## config.mk

```make
export PLATFORM = sky130hd
export DESIGN_NAME = reg_wb_arbiter_flat
export DESIGN_NICKNAME = d
export VERILOG_FILES = /design/src/rtl/reg_wb_arbiter_pkg.sv /design/src/rtl/reg_wb_arbiter_if.sv /design/src/rtl/reg_wb_arbiter_scoreboard.sv /design/src/rtl/reg_wb_arbiter.sv /design/src/flat_wrapper.sv
export SDC_FILE = /design/constraint.sdc
export NUM_CORES = 1
export LEC_CHECK = 0
export CORE_UTILIZATION = 40
export CTS_BUF_LIST = sky130_fd_sc_hd__clkbuf_8
export CTS_CLUSTER_DIAMETER = 80
export CTS_CLUSTER_SIZE = 28
export DETAILED_ROUTE_END_ITERATION = 10
export PLACE_DENSITY = 0.82
export SETUP_SLACK_MARGIN = 0.4
export SLEW_MARGIN = 20
export SYNTH_ARGS = -nofsm -noshare
export SYNTH_HDL_FRONTEND = slang
export SYNTH_SLANG_ARGS = --single-unit
export TNS_END_PERCENT = 20
```

## constraint.sdc

```tcl
create_clock -name clk -period 2.3 [get_ports clk]
set_clock_uncertainty 0.05 [all_clocks]
set_input_delay 0.46 -clock clk [delete_from_list [all_inputs] [get_ports clk]]
set_output_delay 0.46 -clock clk [all_outputs]
set_load 0.02 [all_outputs]
```

## src/rtl/reg_wb_arbiter_pkg.sv

```systemverilog
// Shared widths, arbitration constants and FSM state type for the
// register-file writeback arbiter.
package reg_wb_arbiter_pkg;

    localparam int unsigned DATA_W     = 32;
    localparam int unsigned ADDR_W     = 4;
    localparam int unsigned NUM_REGS   = 1 << ADDR_W;
    localparam int unsigned STARVE_MAX = 3;

    typedef enum logic {
        PRI_LD  = 1'b0,
        PRI_ALU = 1'b1
    } arb_state_t;

endpackage

```

## src/rtl/reg_wb_arbiter_if.sv

```systemverilog
// Writeback bus: ALU and load handshakes, decode hazard query and the
// register-file write port.
interface reg_wb_arbiter_if;
    import reg_wb_arbiter_pkg::*;

    logic                alu_valid;
    logic [ADDR_W-1:0]   alu_addr;
    logic [DATA_W-1:0]   alu_data;
    logic                alu_ready;
    logic                ld_valid;
    logic [ADDR_W-1:0]   ld_addr;
    logic [DATA_W-1:0]   ld_data;
    logic                ld_ready;
    logic                issue_en;
    logic [ADDR_W-1:0]   issue_rd;
    logic [ADDR_W-1:0]   chk_rn;
    logic [ADDR_W-1:0]   chk_rm;
    logic                hazard;
    logic                rf_w_en;
    logic [ADDR_W-1:0]   rf_wr_addr;
    logic [DATA_W-1:0]   rf_wr_data;
    logic [NUM_REGS-1:0] busy_mask;

    modport master (
        output alu_valid, alu_addr, alu_data,
        input  alu_ready,
        output ld_valid, ld_addr, ld_data,
        input  ld_ready,
        output issue_en, issue_rd, chk_rn, chk_rm,
        input  hazard, rf_w_en, rf_wr_addr, rf_wr_data, busy_mask
    );

    modport slave (
        input  alu_valid, alu_addr, alu_data,
        output alu_ready,
        input  ld_valid, ld_addr, ld_data,
        output ld_ready,
        input  issue_en, issue_rd, chk_rn, chk_rm,
        output hazard, rf_w_en, rf_wr_addr, rf_wr_data, busy_mask
    );

endinterface

```

## src/rtl/reg_wb_arbiter_scoreboard.sv

```systemverilog
// Pending-write scoreboard: one busy bit per register, set on issue,
// cleared on writeback (set wins on the same index), three lookups.
module reg_scoreboard
    import reg_wb_arbiter_pkg::*;
(
    input  logic                clk,
    input  logic                rst,
    input  logic                set_en,
    input  logic [ADDR_W-1:0]   set_addr,
    input  logic                clr_en,
    input  logic [ADDR_W-1:0]   clr_addr,
    input  logic [ADDR_W-1:0]   rn_addr,
    input  logic [ADDR_W-1:0]   rm_addr,
    input  logic [ADDR_W-1:0]   rd_addr,
    output logic                rn_busy,
    output logic                rm_busy,
    output logic                rd_busy,
    output logic [NUM_REGS-1:0] mask
);

    logic [NUM_REGS-1:0] set_vec;
    logic [NUM_REGS-1:0] clr_vec;

    always_comb begin
        set_vec = '0;
        clr_vec = '0;
        if (set_en) set_vec[set_addr] = 1'b1;
        if (clr_en) clr_vec[clr_addr] = 1'b1;
    end

    always_ff @(posedge clk) begin
        if (rst) mask <= '0;
        else     mask <= (mask & ~clr_vec) | set_vec;
    end

    assign rn_busy = mask[rn_addr];
    assign rm_busy = mask[rm_addr];
    assign rd_busy = mask[rd_addr];

endmodule

```

## src/rtl/reg_wb_arbiter.sv

```systemverilog
// Writeback arbiter: load-priority with an ALU anti-starvation escape,
// registered register-file write port and pending-write scoreboard.
module reg_wb_arbiter
    import reg_wb_arbiter_pkg::*;
#(
    parameter int unsigned STARVE_MAX = reg_wb_arbiter_pkg::STARVE_MAX
)
(
    input  logic             clk,
    input  logic             rst,
    reg_wb_arbiter_if.slave  bus
);

    localparam int unsigned CNT_W = $clog2(STARVE_MAX + 1);

    arb_state_t       state, state_next;
    logic [CNT_W-1:0] starve_cnt, cnt_next;
    logic             grant_alu, grant_ld, alu_lost;
    logic             rn_busy, rm_busy, rd_busy;

    always_comb begin
        grant_alu  = 1'b0;
        grant_ld   = 1'b0;
        state_next = state;
        cnt_next   = starve_cnt;
        if (!rst) begin
            if (bus.alu_valid && bus.ld_valid) begin
                if (state == PRI_ALU) grant_alu = 1'b1;
                else                  grant_ld  = 1'b1;
            end else if (bus.alu_valid) begin
                grant_alu = 1'b1;
            end else if (bus.ld_valid) begin
                grant_ld = 1'b1;
            end
        end
        alu_lost = bus.alu_valid && grant_ld;
        if (grant_alu) begin
            cnt_next = '0;
            if (state == PRI_ALU) state_next = PRI_LD;
        end else if (alu_lost) begin
            if (state == PRI_LD && starve_cnt == CNT_W'(STARVE_MAX - 1))
                state_next = PRI_ALU;
            if (starve_cnt != CNT_W'(STARVE_MAX))
                cnt_next = starve_cnt + CNT_W'(1);
        end
    end

    assign bus.alu_ready = grant_alu;
    assign bus.ld_ready  = grant_ld;

    always_ff @(posedge clk) begin
        if (rst) begin
            state          <= PRI_LD;
            starve_cnt     <= '0;
            bus.rf_w_en    <= 1'b0;
            bus.rf_wr_addr <= '0;
            bus.rf_wr_data <= '0;
        end else begin
            state       <= state_next;
            starve_cnt  <= cnt_next;
            bus.rf_w_en <= grant_alu | grant_ld;
            if (grant_alu) begin
                bus.rf_wr_addr <= bus.alu_addr;
                bus.rf_wr_data <= bus.alu_data;
            end else if (grant_ld) begin
                bus.rf_wr_addr <= bus.ld_addr;
                bus.rf_wr_data <= bus.ld_data;
            end
        end
    end

    reg_scoreboard u_scoreboard (
        .clk      (clk),
        .rst      (rst),
        .set_en   (bus.issue_en),
        .set_addr (bus.issue_rd),
        .clr_en   (bus.rf_w_en),
        .clr_addr (bus.rf_wr_addr),
        .rn_addr  (bus.chk_rn),
        .rm_addr  (bus.chk_rm),
        .rd_addr  (bus.issue_rd),
        .rn_busy  (rn_busy),
        .rm_busy  (rm_busy),
        .rd_busy  (rd_busy),
        .mask     (bus.busy_mask)
    );

    assign bus.hazard = rn_busy | rm_busy | rd_busy;

    // Re-issuing a destination in its own retire cycle is legal (set wins).
    assert property (@(posedge clk) disable iff (rst)
        !(bus.issue_en && bus.hazard &&
          !(bus.rf_w_en && bus.issue_rd == bus.rf_wr_addr && !rn_busy && !rm_busy)));

endmodule

```

## src/flat_wrapper.sv

```systemverilog
// flat-port wrapper written by rule: the top's interface ports become plain ports
module reg_wb_arbiter_flat import reg_wb_arbiter_pkg::*;
#(
    parameter int unsigned STARVE_MAX = reg_wb_arbiter_pkg::STARVE_MAX
)
  (clk, rst, bus_alu_valid, bus_alu_addr, bus_alu_data, bus_alu_ready, bus_ld_valid, bus_ld_addr, bus_ld_data, bus_ld_ready, bus_issue_en, bus_issue_rd, bus_chk_rn, bus_chk_rm, bus_hazard, bus_rf_w_en, bus_rf_wr_addr, bus_rf_wr_data, bus_busy_mask);
  reg_wb_arbiter_if bus_i ();
  input  logic clk;
  input  logic rst;
  input wire logic [$bits(bus_i.alu_valid)-1:0] bus_alu_valid;
  input wire logic [$bits(bus_i.alu_addr)-1:0] bus_alu_addr;
  input wire logic [$bits(bus_i.alu_data)-1:0] bus_alu_data;
  output wire logic [$bits(bus_i.alu_ready)-1:0] bus_alu_ready;
  input wire logic [$bits(bus_i.ld_valid)-1:0] bus_ld_valid;
  input wire logic [$bits(bus_i.ld_addr)-1:0] bus_ld_addr;
  input wire logic [$bits(bus_i.ld_data)-1:0] bus_ld_data;
  output wire logic [$bits(bus_i.ld_ready)-1:0] bus_ld_ready;
  input wire logic [$bits(bus_i.issue_en)-1:0] bus_issue_en;
  input wire logic [$bits(bus_i.issue_rd)-1:0] bus_issue_rd;
  input wire logic [$bits(bus_i.chk_rn)-1:0] bus_chk_rn;
  input wire logic [$bits(bus_i.chk_rm)-1:0] bus_chk_rm;
  output wire logic [$bits(bus_i.hazard)-1:0] bus_hazard;
  output wire logic [$bits(bus_i.rf_w_en)-1:0] bus_rf_w_en;
  output wire logic [$bits(bus_i.rf_wr_addr)-1:0] bus_rf_wr_addr;
  output wire logic [$bits(bus_i.rf_wr_data)-1:0] bus_rf_wr_data;
  output wire logic [$bits(bus_i.busy_mask)-1:0] bus_busy_mask;
  assign bus_i.alu_valid = bus_alu_valid;
  assign bus_i.alu_addr = bus_alu_addr;
  assign bus_i.alu_data = bus_alu_data;
  assign bus_alu_ready = bus_i.alu_ready;
  assign bus_i.ld_valid = bus_ld_valid;
  assign bus_i.ld_addr = bus_ld_addr;
  assign bus_i.ld_data = bus_ld_data;
  assign bus_ld_ready = bus_i.ld_ready;
  assign bus_i.issue_en = bus_issue_en;
  assign bus_i.issue_rd = bus_issue_rd;
  assign bus_i.chk_rn = bus_chk_rn;
  assign bus_i.chk_rm = bus_chk_rm;
  assign bus_hazard = bus_i.hazard;
  assign bus_rf_w_en = bus_i.rf_w_en;
  assign bus_rf_wr_addr = bus_i.rf_wr_addr;
  assign bus_rf_wr_data = bus_i.rf_wr_data;
  assign bus_busy_mask = bus_i.busy_mask;
  reg_wb_arbiter #(.STARVE_MAX(STARVE_MAX)) u_core (.clk(clk), .rst(rst), .bus(bus_i));
endmodule
```

; ---- After elaboration in Yosys (flattened, before gate mapping)
; Cells that the tools add are included.
[classes]
add_sub_neg = 1
mul = 0
div = 0
magnitude_cmp = 6
n_eq_ne = 2
n_shift = 0
mux = 25
n_bitwise = 7
n_reduce_logical = 9
[op_table]
columns = cell, n
row1 = 32-bit two-way mux, 2
row2 = 16-bit two-way mux, 2
row3 = "4-bit by 5-bit less-than comparator with 1-bit output, second input constant", 4
row4 = 16-bit bitwise AND, 1
row5 = 16-bit inverter, 1
row6 = 16-bit bitwise OR, 1
row7 = 1-bit two-way mux, 14
row8 = 1-bit binary-select mux with 4-bit select, 3
row9 = 1-bit demux with 4-bit select, 2
row10 = "4-bit by 1-bit greater-or-equal comparator with 1-bit output, second input constant", 2
row11 = 4-bit two-way mux, 2
row12 = 1-bit logical AND, 5
row13 = 2-bit AND reduction, 2
row14 = 1-bit bitwise OR, 3
row15 = "2-bit by 1-bit adder with 2-bit output, second input constant", 1
row16 = "2-bit == test, second input constant", 1
row17 = "2-bit != test, second input constant", 1
row18 = 2-bit nonzero test, 1
row19 = 2-bit OR reduction, 1
row20 = 1-bit inverter, 1
[totals]
register_bits = 56
latch_bits = 0
ram_bits = 0
mem_bits_ro = 0
input_bits = 89
out_inout_bits = 56
word_cells = 56
n_memories = 0

; ---- Longest topological paths before layout
; Gate-level depths: netlist of the first run.
[depth]
depth_word = 8
ltp_mapped = 6
ltp_nobuf = 6

; ---- By module
; From an unflattened synthesis of the first run, not the netlist that was laid out.
[hier_totals]
cells_unflattened = 335
area_unflattened_um2 = 3352.0
[modules_own_cells]
columns = module, instances, cells_each, area_each_um2, seq_area_each_um2
row1 = reg_wb_arbiter, 1, 233, 2294.7, 800.8
row2 = reg_scoreboard, 1, 102, 1057.3, 320.3

; ---- Worst setup path after synthesis of the first run
; No wires, ideal clock.
[synth_timing]
path_type = input-to-output
start = input bus_issue_rd[0]
end = output bus_hazard
arrival_ps = 1779
required_time_ps = 1790
slack_ps = 11
cell_stages = 5
path_buffers = 1
cell_sequence = buf_6 mux4_1 mux2_2 a22oi_1 nand4_1
[synth_via]
elab_chain_cells = 3
[synth_rtl]
columns = item, line
row1 = "start, declared", flat_wrapper.sv:19  ; input wire logic [$bits(bus_i.issue_rd)-1:0] bus_issue_rd;
row2 = 1-bit binary-select mux with 4-bit select, reg_wb_arbiter_scoreboard.sv:38  ; assign rd_busy = mask[rd_addr];
row3 = 1-bit two-way mux (implied by the code), reg_wb_arbiter_scoreboard.sv:38
row4 = 1-bit bitwise OR, reg_wb_arbiter.sv:88  ; assign bus.hazard = rn_busy | rm_busy | rd_busy;
row5 = "end, declared", flat_wrapper.sv:22  ; output wire logic [$bits(bus_i.hazard)-1:0] bus_hazard;
; Every way passes these cells. The select of a mux whose other input is x is not followed.

; ---- Worst setup path after layout of the first run
[layout_timing]
start = input bus_chk_rn[2]
end = output bus_hazard
[layout_via]
elab_chain_cells = 4
[layout_rtl]
columns = item, line
row1 = "start, declared", flat_wrapper.sv:20  ; input wire logic [$bits(bus_i.chk_rn)-1:0] bus_chk_rn;
row2 = 1-bit binary-select mux with 4-bit select, reg_wb_arbiter_scoreboard.sv:36  ; assign rn_busy = mask[rn_addr];
row3 = 1-bit two-way mux (implied by the code), reg_wb_arbiter_scoreboard.sv:36
row4 = 1-bit bitwise OR (2 in series), reg_wb_arbiter.sv:88
; Every way passes these cells. The select of a mux whose other input is x is not followed.

==> impl_metrics.toml, run 1 <==
[pwr]
sequentialPowerShare = 0.464
clkPwrFrac = 0.290
sw_frac_of_total = 0.2704
p_sw_uw = 613.5
vdd_ir_drop_max_mv = 0.3926
power-per-cell-area_mw_per_mm2 = 500.9
leakage_power_uw = 0.001833
p_int_uw = 1655
post-layout-total-power_uw = 2269
share_of_power_burned_in_combinational_logic = 0.246

[clock_tree]
clock_insertion_delay_worst_skew_ps = 310
cts.clk_slew.worst_paths_ps = 100
clock_sink_count = 56
clock_tree.htree_level_count = 2
clock_path_buffers = 2
cts-buffers-inserted = 5
tritoncts = "yes"
cts_hold_buf = 0
cts_root_buffer_type = "sky130_fd_sc_hd__clkbuf_8"

[critical_path]
crit_cells = 6
slowest_stage = "sky130_fd_sc_hd__mux4_2"
critical-path-top-delay-family = "multiplexers"
critPathKind = "in -> out"
cp.arrival_ps = 1850
r2r_setup_slack_ps = 580
cp_num_buf_inv = 2
worstSetupStartpoint = "bus_chk_rn[2]"
critical_path.reg2reg.startpoint = "u_core.state"
cp-endpoint = "bus_hazard"
timing.rr.end = "u_core.bus.rf_wr_data[0]"
kind_of_launch_point_of_the_worst_setup_path = "primary input"
reg2reg_depth = 6
end_kind = "output pin"
critical-path-max-stage-delay_ps = 490
critical_path_required_ps = 1790
biggest_fanout_along_the_worst_timing_path = 2
timing.critical_path.cells = "clkdlybuf4s15_1, mux4_2, mux2_2, a22oi_2, nand4_1, buf_4"

[route]
drt_pass1_iterations = 6
viasPerCell = 5.537
antenna_violating_nets_post_route = 0
routed_wl_um = 9382
initialDrtViolationCount = 229
drcViolationCount = 0
dr_total_vias = 3040
routedWlPerCell_um = 17.09

[cells_and_area]
syn_to_final_growth_pct = 69.79
post_route_cells_drive_above_1_share = 0.1907
mostFrequentLayoutCells = "sky130_fd_sc_hd__clkdlybuf4s50_1 (109), sky130_fd_sc_hd__dfxtp_1 (51), sky130_fd_sc_hd__a21oi_1 (49), sky130_fd_sc_hd__buf_4 (46), sky130_fd_sc_hd__nand2_1 (45)"
layout_commonest_cell = "sky130_fd_sc_hd__clkdlybuf4s50_1"
diodes = 0
final_nets = 562

[global_routing]
grt_start_max_net_pins = 40
initial_antenna_violation_count = 0
global_route.overflow_total = 0
grt_util_all_layers = 0.2707
grt_pass1_vias = 3051
wire_length_of_the_first_global_routing_pass_um = 15040

[logic_synthesis]
synthesis.yosys.warnings = 0
seq_area_frac_synth = 0.4203
syn_avg_cell_area_um2 = 9.043
syn_nets = 386
yosys.cell_types.count = 37
syn_inst = 295
netlist_area_mm2 = 0.002668
yosys_register_bits = 56
ys.flop_type = "sky130_fd_sc_hd__dfxtp_1"
asyncSetResetFlopFracSynth = 0
synth_edf_count = 0

[run_status]
status = "finished with violations"
failed_checks = "negative setup slack"

[sta]
rsz0062_at_grt = "true"
setup_violations = 1
final-hold-violation-count = 0
finalWorstPathRequiredPeriod_ps = 2364
max_fclk_mhz = 423.0
final.setup.tns_ps = -64.11
slew-limit-headroom = 0.7023
worst_slew_pin_slew_ps = 445.6
timing.final.ws_setup_ps = -64.11
timing.final.crit_share = 1.028
final_max_slew_viol_count = 0

[floorplanning]
num_rows = 29
io_pins = 145
chipWidth_um = 83.67
start_util = 0.4177
die_area_mm2 = 0.007000
coreArea_mm2 = 0.006386
die_h_um = 83.67

[placement]
numPortBuffers = 144
finalWeightedCongestion = 0.9161
place.detailed.hpwl_um = 7170
pre_cts_slack_ps = -885.2

[hold_path]
hold_class = "reg -> reg"

[flow_run]
max_cap_viol_count = 0
## registers in the layout, indices dropped and copies added (netlist names)
name and count:
u_core.u_scoreboard.mask 16, u_core.bus.rf_w_en 1, u_core.state 1, u_core.starve_cnt 2
u_core.bus.rf_wr_addr 4, u_core.bus.rf_wr_data 32
## tightest hold or removal path: stages, from the launching register on
cell                      delay (ps)
sky130_fd_sc_hd__dfxtp_1         320
sky130_fd_sc_hd__nand2_1          50
sky130_fd_sc_hd__a21oi_1          50
## power groups by stage
stage / logic (uW) / clock network, uW / registers, uW
4_1_cts: 556 / 670 / 1050
3_3_place_gp: 553 / 0 / 1070
6_report: 558 / 658 / 1050
3_5_place_dp: 561 / 0 / 1070
2_1_floorplan: 169 / 0 / 1120
5_1_grt: 595 / 712 / 1060
## worst min path at each step
stage / to / startpoint / slack (ps) / cells after the start
detailed placement: u_core.bus.rf_wr_data[23] / u_core.bus.rf_wr_data[23] / 400 / 2
global route: u_core.bus.rf_wr_data[19] / u_core.bus.rf_wr_data[19] / 430 / 2
global placement: u_core.bus.rf_wr_data[1] / u_core.bus.rf_wr_data[1] / 390 / 2
floorplan: u_core.starve_cnt[1] / u_core.starve_cnt[1] / 450 / 2
CTS: u_core.bus.rf_wr_data[24] / u_core.bus.rf_wr_data[24] / 410 / 2
finish: u_core.bus.rf_wr_data[30] / u_core.bus.rf_wr_data[30] / 410 / 2
## stage by stage
stage               hold slack [ps]  std cells  cell area (um2)    util
global route                  425.3        549             4529  0.7092
CTS                           412.7        547             4522  0.7081
global placement              391.3        536             4413  0.6910
finish                        414.1        549             4529  0.7092
floorplan                     448.4        295             2664       -
detailed placement            398.5        536             4413  0.6910
## cell families after synthesis
logic type / after synthesis / synth area share
buffers and inverters: 25 / 0.04690
xor gates and xnor gates: 1 / 0.003284
AOI/OAI and AO/OA: 109 / 0.2570
DFF: 56 / 0.4203
muxes: 16 / 0.1126
adders and majority gates: 2 / 0.009379
and+or+nand+nor: 86 / 0.1506
## per-layer routing
layer  wire (um)  up-vias  share of wire  GRT usage
li1            -     1442              -          -
met2        4682      164           0.50     0.4760
met3         838       20          0.089    0.06429
met4         233        0          0.025    0.09861
met5           0        -              0          0
met1        3627     1414           0.39     0.3196
## synthesized netlist by cell type, types with 2 or more instances
master                     instances  area share
sky130_fd_sc_hd__dfxtp_1          56        0.42
sky130_fd_sc_hd__a21oi_1          49       0.092
sky130_fd_sc_hd__nand2_1          45       0.063
sky130_fd_sc_hd__a22oi_1          30       0.084
sky130_fd_sc_hd__nor2_1           16       0.023
sky130_fd_sc_hd__o21ai_0          16       0.030
sky130_fd_sc_hd__clkbuf_1          9       0.013
sky130_fd_sc_hd__a222oi_1          7       0.026
sky130_fd_sc_hd__buf_2             7       0.013
sky130_fd_sc_hd__mux4_2            7       0.059
sky130_fd_sc_hd__nand3_1           7       0.013
sky130_fd_sc_hd__inv_1             5      0.0070
sky130_fd_sc_hd__nand2b_1          4      0.0094
sky130_fd_sc_hd__buf_6             3       0.013
sky130_fd_sc_hd__mux2_2            3       0.013
sky130_fd_sc_hd__mux2i_1           3       0.011
sky130_fd_sc_hd__mux4_1            3       0.030
sky130_fd_sc_hd__nand3b_1          3      0.0084
sky130_fd_sc_hd__nor2b_1           3      0.0070
sky130_fd_sc_hd__ha_1              2      0.0094
## cell type report
| cell class | count | area [um2] |
|---|---|---|
| multi-input cells | 214 | 1436 |
| clock buffers | 5 | 68.82 |
| well taps | 77 | 96.34 |
| inverters | 5 | 18.77 |
| flip-flops and latches | 56 | 1130 |
| fillers | 483 | 1857 |
| clock inverters | 3 | 46.29 |
| repair buffers | 189 | 1733 |
## what timing repair did
item	CTS	global route
endpoints found under the setup margin	21	4
gates cloned	0	0
gates resized for setup	60	10
buffers inserted	3	2
pin swaps	3	3
No activity file was read; power rests on OpenSTA's default activity.
==> run 2, diff against run 1 <==
- CORE_MARGIN: not set -> 2
- SLEW_MARGIN: 20 -> 15
==> run 2 against run 1 <==
- the run still ends with negative setup slack left
- non-clock buffer count down 4
- sequential power hardly changed
- fmax about the same
- setup slack better by 1.5 ps
- cell count fell by 1.1%
- sequential share of layout area up 0.17 points
- combinational power shrank 0.7%
- die area rose by 4.8%
- design area decreased by 0.69%
- critical path type is now reg -> out
- largest power group unchanged
==> impl_metrics.toml, run 2 (synthesis results as in run 1) <==
[floorplanning]
chipWidth_um = 85.67
die_area_mm2 = 0.007338
start_util = 0.4177
coreArea_mm2 = 0.006386
num_rows = 29
die_h_um = 85.67
io_pins = 145

[critical_path]
critical_path_required_ps = 1790
worstSetupStartpoint = "u_core.u_scoreboard.mask[5]"
reg2reg_depth = 5
cp-endpoint = "bus_hazard"
r2r_setup_slack_ps = 680
biggest_fanout_along_the_worst_timing_path = 4
cp.arrival_ps = 1850
end_kind = "output pin"
critPathKind = "reg -> out"
critical_path.reg2reg.startpoint = "u_core.state"
timing.rr.end = "u_core.bus.rf_wr_data[6]"
kind_of_launch_point_of_the_worst_setup_path = "register"

[pwr]
vdd_ir_drop_max_mv = 0.4022
leakage_power_uw = 0.001790
power-per-cell-area_mw_per_mm2 = 492.8

[clock_tree]
tritoncts = "yes"
cts_hold_buf = 0
clock_sink_count = 56
cts-buffers-inserted = 5
cts_root_buffer_type = "sky130_fd_sc_hd__clkbuf_8"
clock_tree.htree_level_count = 2
clock_insertion_delay_worst_skew_ps = 300
clock_path_buffers = 2
cts.clk_slew.worst_paths_ps = 90

[route]
viasPerCell = 5.541
drcViolationCount = 0
drt_pass1_iterations = 5
routed_wl_um = 9158
antenna_violating_nets_post_route = 0
routedWlPerCell_um = 16.87
dr_total_vias = 3009
initialDrtViolationCount = 231

[global_routing]
grt_most_used_layer = "met2"
grt_start_max_net_pins = 38
grt_use_met3 = 0.06352
initial_antenna_violation_count = 0
global_route.overflow_total = 0
wire_length_of_the_first_global_routing_pass_um = 14610
grt_util_all_layers = 0.2491
gr-usage-met2 = 0.4297
grt_pass1_vias = 3023
met1_grt_util = 0.2972

[cells_and_area]
fin_cells = 543
syn_to_final_growth_pct = 68.62
reg_top3 = "u_core.bus.rf_wr_data: 32 flops, u_core.u_scoreboard.mask: 16 flops, u_core.bus.rf_wr_addr: 4 flops"
final_nets = 558
diodes = 0
mostFrequentLayoutCells = "sky130_fd_sc_hd__clkdlybuf4s50_1 (111), sky130_fd_sc_hd__dfxtp_1 (53), sky130_fd_sc_hd__a21oi_1 (49), sky130_fd_sc_hd__nand2_1 (45), sky130_fd_sc_hd__buf_4 (40)"
finalCoreUtilization = 0.7044
post_route_cells_drive_above_1_share = 0.1760
n_fill_cell = 510
largest_register_ffs = 32
register_bank_with_the_most_flops = "u_core.bus.rf_wr_data"
layout_commonest_cell = "sky130_fd_sc_hd__clkdlybuf4s50_1"

[placement]
numPortBuffers = 144
place.detailed.hpwl_um = 7215
placedCellCount = 534
pre_cts_slack_ps = -829.2
finalWeightedCongestion = 0.9066

[sta]
finalWorstPathRequiredPeriod_ps = 2363
rsz0062_at_grt = "true"
final-hold-violation-count = 0
worst_slew_pin_slew_ps = 528.5
timing.final.crit_share = 1.027
timing.final.ws_setup_ps = -62.64
setup_violations = 1
final_max_slew_viol_count = 0
final.setup.tns_ps = -62.64
hold_slack_ps = 406.9
slew-limit-headroom = 0.6469
max_fclk_mhz = 423.3

[flow_run]
max_cap_viol_count = 0

[run_status]
failed_checks = "negative setup slack"
status = "finished with violations"

[hold_path]
hold_class = "reg -> reg"
-- run 2: cell types whose count changed in the layout (fill, tap and decap cells not counted) --
| cell | delta |
|---|---|
| sky130_fd_sc_hd__clkdlybuf4s50_1 | +2 |
| sky130_fd_sc_hd__mux4_2 | +1 |
| sky130_fd_sc_hd__mux4_1 | -1 |
| sky130_fd_sc_hd__clkdlybuf4s15_1 | -1 |
| sky130_fd_sc_hd__inv_8 | -1 |
| sky130_fd_sc_hd__dfxtp_1 | +2 |
| sky130_fd_sc_hd__clkbuf_2 | -2 |
| sky130_fd_sc_hd__dfxtp_4 | +1 |
| sky130_fd_sc_hd__clkdlybuf4s15_2 | +1 |
| sky130_fd_sc_hd__buf_6 | +2 |
| sky130_fd_sc_hd__dfxtp_2 | -3 |
| sky130_fd_sc_hd__buf_4 | -6 |
| sky130_fd_sc_hd__clkinv_2 | -1 |
-- run 2: worst max-delay path, stage by stage, from the launching register on --
cell and delay [ps]:
sky130_fd_sc_hd__dfxtp_4 370, sky130_fd_sc_hd__mux4_2 440, sky130_fd_sc_hd__mux2_4 280, sky130_fd_sc_hd__a22oi_2 180
sky130_fd_sc_hd__nand4_1 110, sky130_fd_sc_hd__buf_6 160
-- run 2: area by class of cell --
class | instances | area, um2 | area share
inverters | 5 | 18.77 | 0.004172
clock inverters | 1 | 30.03 | 0.006676
repair buffers | 185 | 1722 | 0.3828
well taps | 77 | 96.34 | 0.02142
multi-input cells | 214 | 1433 | 0.3185
flip-flops and latches | 56 | 1130 | 0.2512
clock buffers | 5 | 68.82 | 0.01530
-- run 2: how the worst min path moves through the flow --
stage | start | endpoint | slack [ps] | cells past startpoint
floorplan | u_core.starve_cnt[1] | u_core.starve_cnt[1] | 450 | 2
global placement | u_core.bus.rf_wr_data[23] | u_core.bus.rf_wr_data[23] | 390 | 2
detailed placement | u_core.bus.rf_wr_data[31] | u_core.bus.rf_wr_data[31] | 400 | 2
CTS | u_core.bus.rf_wr_data[31] | u_core.bus.rf_wr_data[31] | 410 | 2
global route | u_core.bus.rf_wr_data[31] | u_core.bus.rf_wr_data[31] | 430 | 2
finish | u_core.bus.rf_wr_data[31] | u_core.bus.rf_wr_data[31] | 410 | 2
-- run 2: metrics by stage --
stage               power, uW  instance area (um2)
detailed placement       1634                 4398
global route             2311                 4498
CTS                      2234                 4488
floorplan                1294                 2664
global placement         1623                 4398
finish                   2217                 4498
-- run 2: per-layer routing --
layer,vias to the layer above,share of wire
li1,1432,-
met1,1408,0.39
met2,152,0.49
met3,17,0.086
met4,0,0.026
met5,-,0
-- run 2: timing repair --
action / 4_1_cts / 5_1_grt
gates cloned: 0 / 0
gates resized for setup: 62 / 5
buffers inserted: 3 / 0
pin swaps: 3 / 3
endpoints found under the setup margin: 21 / 4
hold endpoints to repair: 0 / 0
-- run 2: power breakdown --
| part | switching, uW | internal [uW] |
|---|---|---|
| clock network | 300 | 313 |
| logic | 247 | 308 |
| registers | 33.8 | 1020 |
| total | 581 | 1640 |
